--- src/rtl/omega_pingpong_buffer.sv ---
// Multi-bank ping-pong omega/syndrome store between the key-equation solver and Chien/Forney.
// Define OMEGA_PINGPONG_OUTREG_EN to add a second read register (read latency 2 instead of 1).
module omega_pingpong_buffer #(
    parameter int DATA_W    = 8,
    parameter int ADDR_W    = 8,
    parameter int NUM_BANKS = 2
) (
    input  logic                             clock,
    input  logic                             reset_n,
    input  logic [DATA_W-1:0]                data,
    input  logic                             wren,
    input  logic [ADDR_W-1:0]                wraddress,
    input  logic                             wr_done,
    output logic                             wr_ready,
    input  logic [ADDR_W-1:0]                rdaddress,
    input  logic                             rden,
    input  logic                             rd_done,
    output logic                             rd_valid,
    output logic [DATA_W-1:0]                q,
    output logic                             q_valid,
    output logic [$clog2(NUM_BANKS+1)-1:0]   full_count
);

    localparam int PTR_W = $clog2(NUM_BANKS);
    localparam int CNT_W = $clog2(NUM_BANKS + 1);
    localparam int DEPTH = 1 << ADDR_W;

    typedef enum logic [1:0] {
        EMPTY,
        FILLING,
        FULL
    } bank_state_t;

    bank_state_t        bank_state      [NUM_BANKS];
    bank_state_t        bank_state_next [NUM_BANKS];
    logic [PTR_W-1:0]   wr_ptr, wr_ptr_next;
    logic [PTR_W-1:0]   rd_ptr, rd_ptr_next;
    logic [CNT_W-1:0]   count_next;
    logic               wr_accept;
    logic               rd_accept;
    logic               rd_fire;

    logic [DATA_W-1:0]  mem [NUM_BANKS][DEPTH];

    function automatic logic [PTR_W-1:0] ptr_inc(input logic [PTR_W-1:0] p);
        return (p == PTR_W'(NUM_BANKS - 1)) ? '0 : p + PTR_W'(1);
    endfunction

    assign wr_ready  = (bank_state[wr_ptr] == FILLING);
    assign rd_valid  = (full_count != '0);
    assign wr_accept = wr_done && wr_ready;
    assign rd_accept = rd_done && rd_valid;
    assign rd_fire   = rden && rd_valid;

    // Bank ownership next-state. Decisions look at the pre-edge bank states, so a bank
    // released in the same cycle as wr_done is only claimed by the writer one cycle later.
    always_comb begin
        bank_state_next = bank_state;
        wr_ptr_next     = wr_ptr;
        rd_ptr_next     = rd_ptr;
        count_next      = full_count + CNT_W'(wr_accept) - CNT_W'(rd_accept);

        if (rd_accept) begin
            bank_state_next[rd_ptr] = EMPTY;
            rd_ptr_next             = ptr_inc(rd_ptr);
        end

        if (wr_accept) begin
            bank_state_next[wr_ptr] = FULL;
            wr_ptr_next             = ptr_inc(wr_ptr);
            if (bank_state[wr_ptr_next] == EMPTY)
                bank_state_next[wr_ptr_next] = FILLING;
        end else if (bank_state[wr_ptr] == EMPTY) begin
            bank_state_next[wr_ptr] = FILLING;
        end
    end

    always_ff @(posedge clock or negedge reset_n) begin
        if (!reset_n) begin
            for (int i = 0; i < NUM_BANKS; i++)
                bank_state[i] <= EMPTY;
            wr_ptr     <= '0;
            rd_ptr     <= '0;
            full_count <= '0;
        end else begin
            bank_state <= bank_state_next;
            wr_ptr     <= wr_ptr_next;
            rd_ptr     <= rd_ptr_next;
            full_count <= count_next;
        end
    end

    // NOTE: the RAM has no reset; clearing it would defeat block-RAM inference and
    // every location is rewritten before the reader may consume it.
    always_ff @(posedge clock) begin
        if (wren && wr_ready)
            mem[wr_ptr][wraddress] <= data;
    end

`ifdef OMEGA_PINGPONG_OUTREG_EN
    logic [DATA_W-1:0] q_ram;
    logic              q_ram_valid;

    always_ff @(posedge clock or negedge reset_n) begin
        if (!reset_n) begin
            q_ram       <= '0;
            q_ram_valid <= 1'b0;
            q           <= '0;
            q_valid     <= 1'b0;
        end else begin
            if (rd_fire)
                q_ram <= mem[rd_ptr][rdaddress];
            q_ram_valid <= rd_fire;
            q           <= q_ram;
            q_valid     <= q_ram_valid;
        end
    end
`else
    always_ff @(posedge clock or negedge reset_n) begin
        if (!reset_n) begin
            q       <= '0;
            q_valid <= 1'b0;
        end else begin
            if (rd_fire)
                q <= mem[rd_ptr][rdaddress];
            q_valid <= rd_fire;
        end
    end
`endif

endmodule

--- config.mk ---
export PLATFORM = sky130hd
export DESIGN_NAME = omega_pingpong_buffer
export DESIGN_NICKNAME = d
export VERILOG_FILES = /design/src/rtl/omega_pingpong_buffer.sv
export SDC_FILE = /design/constraint.sdc
export NUM_CORES = 2
export LEC_CHECK = 0
export BUFFER_PORTS_ARGS = -buffer_cell sky130_fd_sc_hd__buf_2
export CAP_MARGIN = 20
export CORE_MARGIN = 4
export CORE_UTILIZATION = 57
export DETAILED_ROUTE_END_ITERATION = 7
export PLACE_DENSITY = 0.72
export SYNTH_ARGS = -nofsm -noshare
export SYNTH_HDL_FRONTEND = slang
export SYNTH_SLANG_ARGS = --single-unit
--- constraint.sdc ---
create_clock -name clock -period 2.45 [get_ports clock]
set_input_delay 0 -clock clock [delete_from_list [all_inputs] [get_ports clock]]
set_output_delay 0 -clock clock [all_outputs]
set_load 0.01 [all_outputs]
=== After elaboration in Yosys (flattened, before gate mapping) ===
Memories as Yosys holds them, arrays and structs flattened.
Index checks and enable logic that the tools add are counted.

* Reductions and logical operators: 11
* Bitwise operators: 16
* Add/sub/neg operators: 4
* Muxes and demuxes: 25
* Eq/ne operators: 1
* $lt $le $gt $ge: 9

{| class="wikitable"
|+ Operators by type and width
! operator !! count
|-
| 2048-bit two-way mux || 1
|-
| 8-bit binary-select mux with 8-bit select || 1
|-
| 8-bit demux with 8-bit select || 1
|-
| 8-bit two-way mux || 3
|-
| 9-bit >= comparator (second input constant) || 2
|-
| 2-bit two-way mux || 9
|-
| 8-bit inverter with 9-bit output || 2
|-
| 4-bit two-way mux || 4
|-
| 9-bit by 1-bit less-than comparator with 1-bit output (second input constant) || 1
|-
| 1-bit logical AND || 8
|-
| 2-bit AND || 3
|-
| 2-bit demux with 1-bit select || 3
|-
| 2-bit >= comparator (second input constant) || 3
|-
| 2-bit by 1-bit less-than comparator with 1-bit output (second input constant) || 3
|-
| 1-bit inverter with 2-bit output || 3
|-
| 2-bit inverter || 3
|-
| 2-bit OR || 3
|-
| 4-bit AND || 1
|-
| 2-bit zero test || 2
|-
| 4-bit inverter || 1
|-
| 1-bit two-way mux || 3
|-
| 1-bit adder (second input constant) || 2
|-
| 2-bit by 1-bit adder with 2-bit output || 1
|-
| 2-bit by 1-bit == test with 1-bit output (second input constant) || 1
|-
| 2 further kinds || 2
|}

* Logic and storage cells: 74
* Bits of input ports: 30
* Register bits: 17
* Output and inout bits: 13
* Memories: 1
* RAM bits: 4096

{| class="wikitable"
|+ Memories
! name !! depth !! width !! rd ports !! clocked after memory_dff !! wr ports !! line !! text
|-
| mem || 2 || 2048 || 1 || 0 || 1 || 43 || <nowiki>logic [DATA_W-1:0] mem [NUM_BANKS][DEPTH];</nowiki>
|}

=== Depth between registers and ports, before layout ===
* Depth after elaboration: 12
* Mapped depth: 13
* Depth with buffers taken out: 8

=== Worst setup path before layout ===
OpenSTA, ideal clock, no wires.

* Kind: flip-flop to flip-flop
* Start point: register wr_ptr
* End point: memory mem[0][904] (netlist bit), enable pin
* Setup time: 0.370 ns
* Data required time: 2.080 ns
* Clock period less this slack: 2.741 ns
* Setup slack: -0.291 ns
* Data arrival time: 2.371 ns
* Path buffers: 2
* Cell stages (with the launch flop): 9
* Cell sequence: dfrtp_1 -> clkbuf_1 -> nand2_1 -> o32ai_1 -> nand2_1 -> nor3b_1 -> nand3_1 -> clkbuf_1 -> nor2_1

* Longest elaborated chain between the ends: 8

{| class="wikitable"
|+ Ends and longest elaborated chain
! element !! line !! text
|-
| start, declared || 36 || <nowiki>logic [PTR_W-1:0] wr_ptr, wr_ptr_next;</nowiki>
|-
| start signal, assigned || 87 || <nowiki>wr_ptr <= wr_ptr_next;</nowiki>
|-
| 1-bit inverter with 2-bit output (implied by the code) || 49 || <nowiki>assign wr_ready = (bank_state[wr_ptr] == FILLING);</nowiki>
|-
| 2-bit two-way mux (implied by the code) (3 in series) || 49 ||
|-
| 2-bit by 1-bit == test with 1-bit output || 49 ||
|-
| net wr_ready || 14 || <nowiki>output logic wr_ready,</nowiki>
|-
| 1-bit logical AND || 96 || <nowiki>if (wren && wr_ready)</nowiki>
|-
| 1-bit two-way mux || 96 ||
|-
| 2048-bit two-way mux (implied by the code) || 97 || <nowiki>mem[wr_ptr][wraddress] <= data;</nowiki>
|-
| end, declared || 43 ||
|}

The timed path passes the listed nets, and every way through them passes these cells. The select of a mux whose other input is x is not followed.

=== Worst setup path after layout ===
* Start point: register rd_ptr
* End point: register q[7]

* Longest elaborated chain between the ends: 4

{| class="wikitable"
|+ Ends and longest elaborated chain
! element !! line !! text
|-
| start, declared || 37 || <nowiki>logic [PTR_W-1:0] rd_ptr, rd_ptr_next;</nowiki>
|-
| start signal, assigned || 88 || <nowiki>rd_ptr <= rd_ptr_next;</nowiki>
|-
| memory read 2 x 2048 bit || - ||
|-
| 8-bit binary-select mux with 8-bit select || 125 || <nowiki>q <= mem[rd_ptr][rdaddress];</nowiki>
|-
| 8-bit two-way mux (implied by the code) (2 in series) || 125 ||
|-
| end signal, assigned || 125 ||
|-
| end, declared || 19 || <nowiki>output logic [DATA_W-1:0] q,</nowiki>
|}

No other way between the ends. The select of a mux whose other input is x is not followed.
A chain may end at the register's enable or synchronous reset.

==> flow_summary_export.csv <==
group,metric,value,unit
yosys,syn-cell-area,160000,um2
outcome,run_status,"finished with violations",
setup_path,startpoint_type,"flip-flop",
yosys,synth_fa_ha_area_frac,0.000157,
timing,hold_viol,0,
setup_path,cp.arrival,4.18,ns
timing,rsz0062_at_grt,"yes",
route,vias,86400,
grt,grt.overflow.total,0,
grt,grt_pass1_vias,86500,
min_path,hold_path.class,"input port to flip-flop",
pwr,power_density,900,nW/um2
yosys,ys_seq_elements,4113,
pwr,switchingPower,44.5,mW
route,drt_iter0_markers,12900,
pwr,combPwrFrac,0.203,
setup_path,cpMaxStageDelayCell,"dfrtp_4",
yosys,syn-num-nets,7311,
yosys,synth_top_area_frac,0.769,
floorplanning,core_area,279000,um2
yosys,synthMuxAreaShare,0.166,
route,ant_nets,0,
pwr,sequentialPowerShare,0.440,
grt,antenna_found_initial,19,
floorplanning,dieHeight,538,um
setup_path,cpMostUsedCell,"buf_12",
yosys,synthXorXnorAreaFrac,0.000219,
pwr,power_frac_clock,0.356,
placement,hpwl,281000,um
clocking,clockBufferDepth,4,
yosys,synth_top_family_by_area,"multiplexers",
timing,final.min_clock_period,3.37,ns
floorplanning,start_util,0.573,
floorplanning,core.rowCount,194,
setup_path,criticalPathCategory,"flip-flop to flip-flop",
timing,setup_tns,-37.97,ns
route,drt_pass1_iterations,6,
yosys,synthDistinctLibCells,75,
route,via_per_inst,6.63,
grt,grt_pass1_wl,638000,um
grt,grt_max_degree,133,
clocking,cts_sinks,4113,
timing,setup_viol,1085,
floorplanning,ios,43,
route,drt_wl_total,454000,um
placement,numPortBuffers,42,
pwr,leakagePower,64.3,nW
setup_path,path_cells,"buf_12 > buf_8 > buf_12 > buf_16 > buf_12 > buf_12 > mux4_2 > mux4_2 > o211ai_1 > buf_4 > o31a_1 > o32ai_2",
yosys,synth_compound_area_frac,0.0208,
timing,holdWs,0.0459,ns
setup_path,end_kind,"flip-flop",
timing,timing.final.crit_share,1.37,
route,wl_per_cell,34.8,um
outcome,violations,"setup timing",
pwr,p_int,132,mW
flow_run,cap_violations,0,
floorplanning,die-area,289000,um2
timing,fin_skew,0.0903,ns
yosys,synthCells,7279,
yosys,yosys-top-cells-area,"edfxtp_1 77%, mux4_2 15%, mux2i_1 1.7%",
yosys,ys_seq_area_frac,0.772,
yosys,synth_edf_count,4096,
placement,place_congestion,0.925,
grt,grt_usage,0.311,
clocking,cts_buffers,406,
yosys,syn_area_per_cell,22.0,um2
yosys,synth_area_leader_cell,"edfxtp_1",
yosys,yosysWarnings,0,
clocking,clk-insertion-delay-late,1.00,ns
floorplanning,die_w,538,um
layout,drive_above_1_share,0.409,
timing,drv_slew,0,
layout,syn2layout_area_growth,22.9,%
layout,num-nets-final,8988,
timing,fmax,0.297,GHz
clocking,htreeDepth,5,
pwr,p_sw_frac,0.252,
setup_path,slowest_delay,0.51,ns
setup_path,critPathMaxFanout,7,
pwr,peakVddDrop,0.000729,V
yosys,synth-simple-area-share,0.0235,
clocking,path_clk_slew,0.06,ns
clocking,cts_root_buf,"clkbuf_16",
timing,tightest_slew,1.10,ns
yosys,async_reset_ff_frac,0.00413,
yosys,synth_ff_type,"edfxtp_1",
route,drc,0,
clocking,cts_tree,"yes",
timing,fin_ws,-0.916,ns
setup_path,cp.required,3.26,ns
timing,slew_headroom,0.245,
[critical path: cells and delay by family (launching register included)]
family / cells / cell delay [ns]
buffers and inverters: 7 / 1.05
multiplexers: 2 / 0.96
AO/OA/AOI/OAI: 3 / 0.64
flip-flops: 1 / 0.51
[through the flow]
| stage | area, um2 | total power, mW | setup WS, ns | cells | util |
|---|---|---|---|---|---|
| 2_1_floorplan | 161000 | 99.0 | -0.218 | 7279 | - |
| 3_3_place_gp | 177000 | 110 | -1.71 | 12100 | 0.635 |
| 3_5_place_dp | 177000 | 110 | -1.66 | 12100 | 0.635 |
| 4_1_cts | 194000 | 175 | -0.818 | 12900 | 0.695 |
| 5_1_grt | 196000 | 182 | -0.945 | 13000 | 0.704 |
| 6_report | 196000 | 177 | -0.916 | 13000 | 0.704 |
[worst paths after layout]
path | startpoint | to | slack [ns] | cells after the start
worst max-delay path | rd_ptr | q[7] | -0.92 | 12
worst min register to register | bank_state[2] | bank_state[2] | 0.57 | 2
max in group asynchronous | reset_n | rd_ptr | 1.64 | 5
worst max register to register | rd_ptr | q[7] | -0.92 | 12
worst min-delay path | rdaddress[5] | q[3] | 0.05 | 6
min in group asynchronous | reset_n | full_count[1] | 0.57 | 5
[cell usage after synthesis (23+ instances only)]
cell type and number:
o22ai_1 62, nand2_1 155, mux2_2 23, buf_4 64
nor2_1 573, a22oi_1 51, nor2b_1 39, a21oi_1 61
o221ai_1 48, mux4_2 1048, o21ai_0 42, nand3_1 30
nor3_1 26, clkbuf_1 176, buf_6 47, mux2i_1 264
edfxtp_1 4096, a211oi_1 59, a31oi_1 29, buf_2 117
[per-layer routing]
| metal | share of wire | global-route usage | wire [um] |
|---|---|---|---|
| met5 | 0.000079 | 0 | 36 |
| met4 | 0.057 | 0.142 | 26000 |
| met3 | 0.13 | 0.0782 | 57300 |
| met2 | 0.47 | 0.480 | 214000 |
| met1 | 0.34 | 0.426 | 157000 |
[kinds of logic (layout without fill, tap and decap cells)]
| kind of cell | after synthesis | count (layout) |
|---|---|---|
| XOR/XNOR | 4 | 4 |
| adder cells (fa/ha/maj) | 2 | 2 |
| flip-flops | 4113 | 4113 |
| AND/OR/NAND/NOR | 900 | 900 |
| multiplexers | 1339 | 1339 |
| AO/OA/AOI/OAI | 465 | 465 |
| buffers and inverters | 456 | 2476 |
| other | 0 | 18 |
[final cells by class]
cell class | count | area [um2]
Inverter | 12 | 60.1
Sequential cell | 4113 | 123000
Multi-Input combinational cell | 2710 | 36600
Fill cell | 15800 | 82700
Timing Repair Buffer | 1713 | 18200
Clock buffer | 490 | 10500
Tap cell | 3724 | 4660
Clock inverter | 261 | 2970
Antenna cell | 18 | 45.0
[flip-flops by register name, summed over array words and instances (netlist names)]
register	count
q_valid	1
q	8
mem	4096
bank_state	4
wr_ptr	1
rd_ptr	1
full_count	2
[power by group through the flow]
stage | logic [mW] | registers, mW | clock network (mW)
6_report | 35.9 | 77.9 | 63.0
5_1_grt | 37.3 | 77.8 | 66.7
4_1_cts | 33.9 | 77.9 | 63.3
3_5_place_dp | 30.7 | 79.4 | 0
3_3_place_gp | 30.3 | 79.4 | 0
2_1_floorplan | 19.8 | 79.2 | 0
[timing repair]
item / 4_1_cts / 5_1_grt
setup buffers: 77 / 72
endpoints found under the setup margin: 989 / 3441
pin swaps: 67 / 110
gates cloned: 23 / 15
hold endpoints to repair: 4467 / 0
resized for setup: 337 / 338
hold buffers: 24 / 0
[placed cells by master, fill, tap and decap left out, types with 80 or more instances in the layout]
cell       instances
edfxtp_1        4096
buf_4           1142
mux4_2          1048
clkbuf_16        422
nor2_1           299
buf_12           266
mux2i_1          249
nor2_4           180
buf_6            168
nand2_1          134
nor2_2            94
clkinv_2          86
clkinv_1          81
clkbuf_1          80
Power figures use the tool's default switching activity.
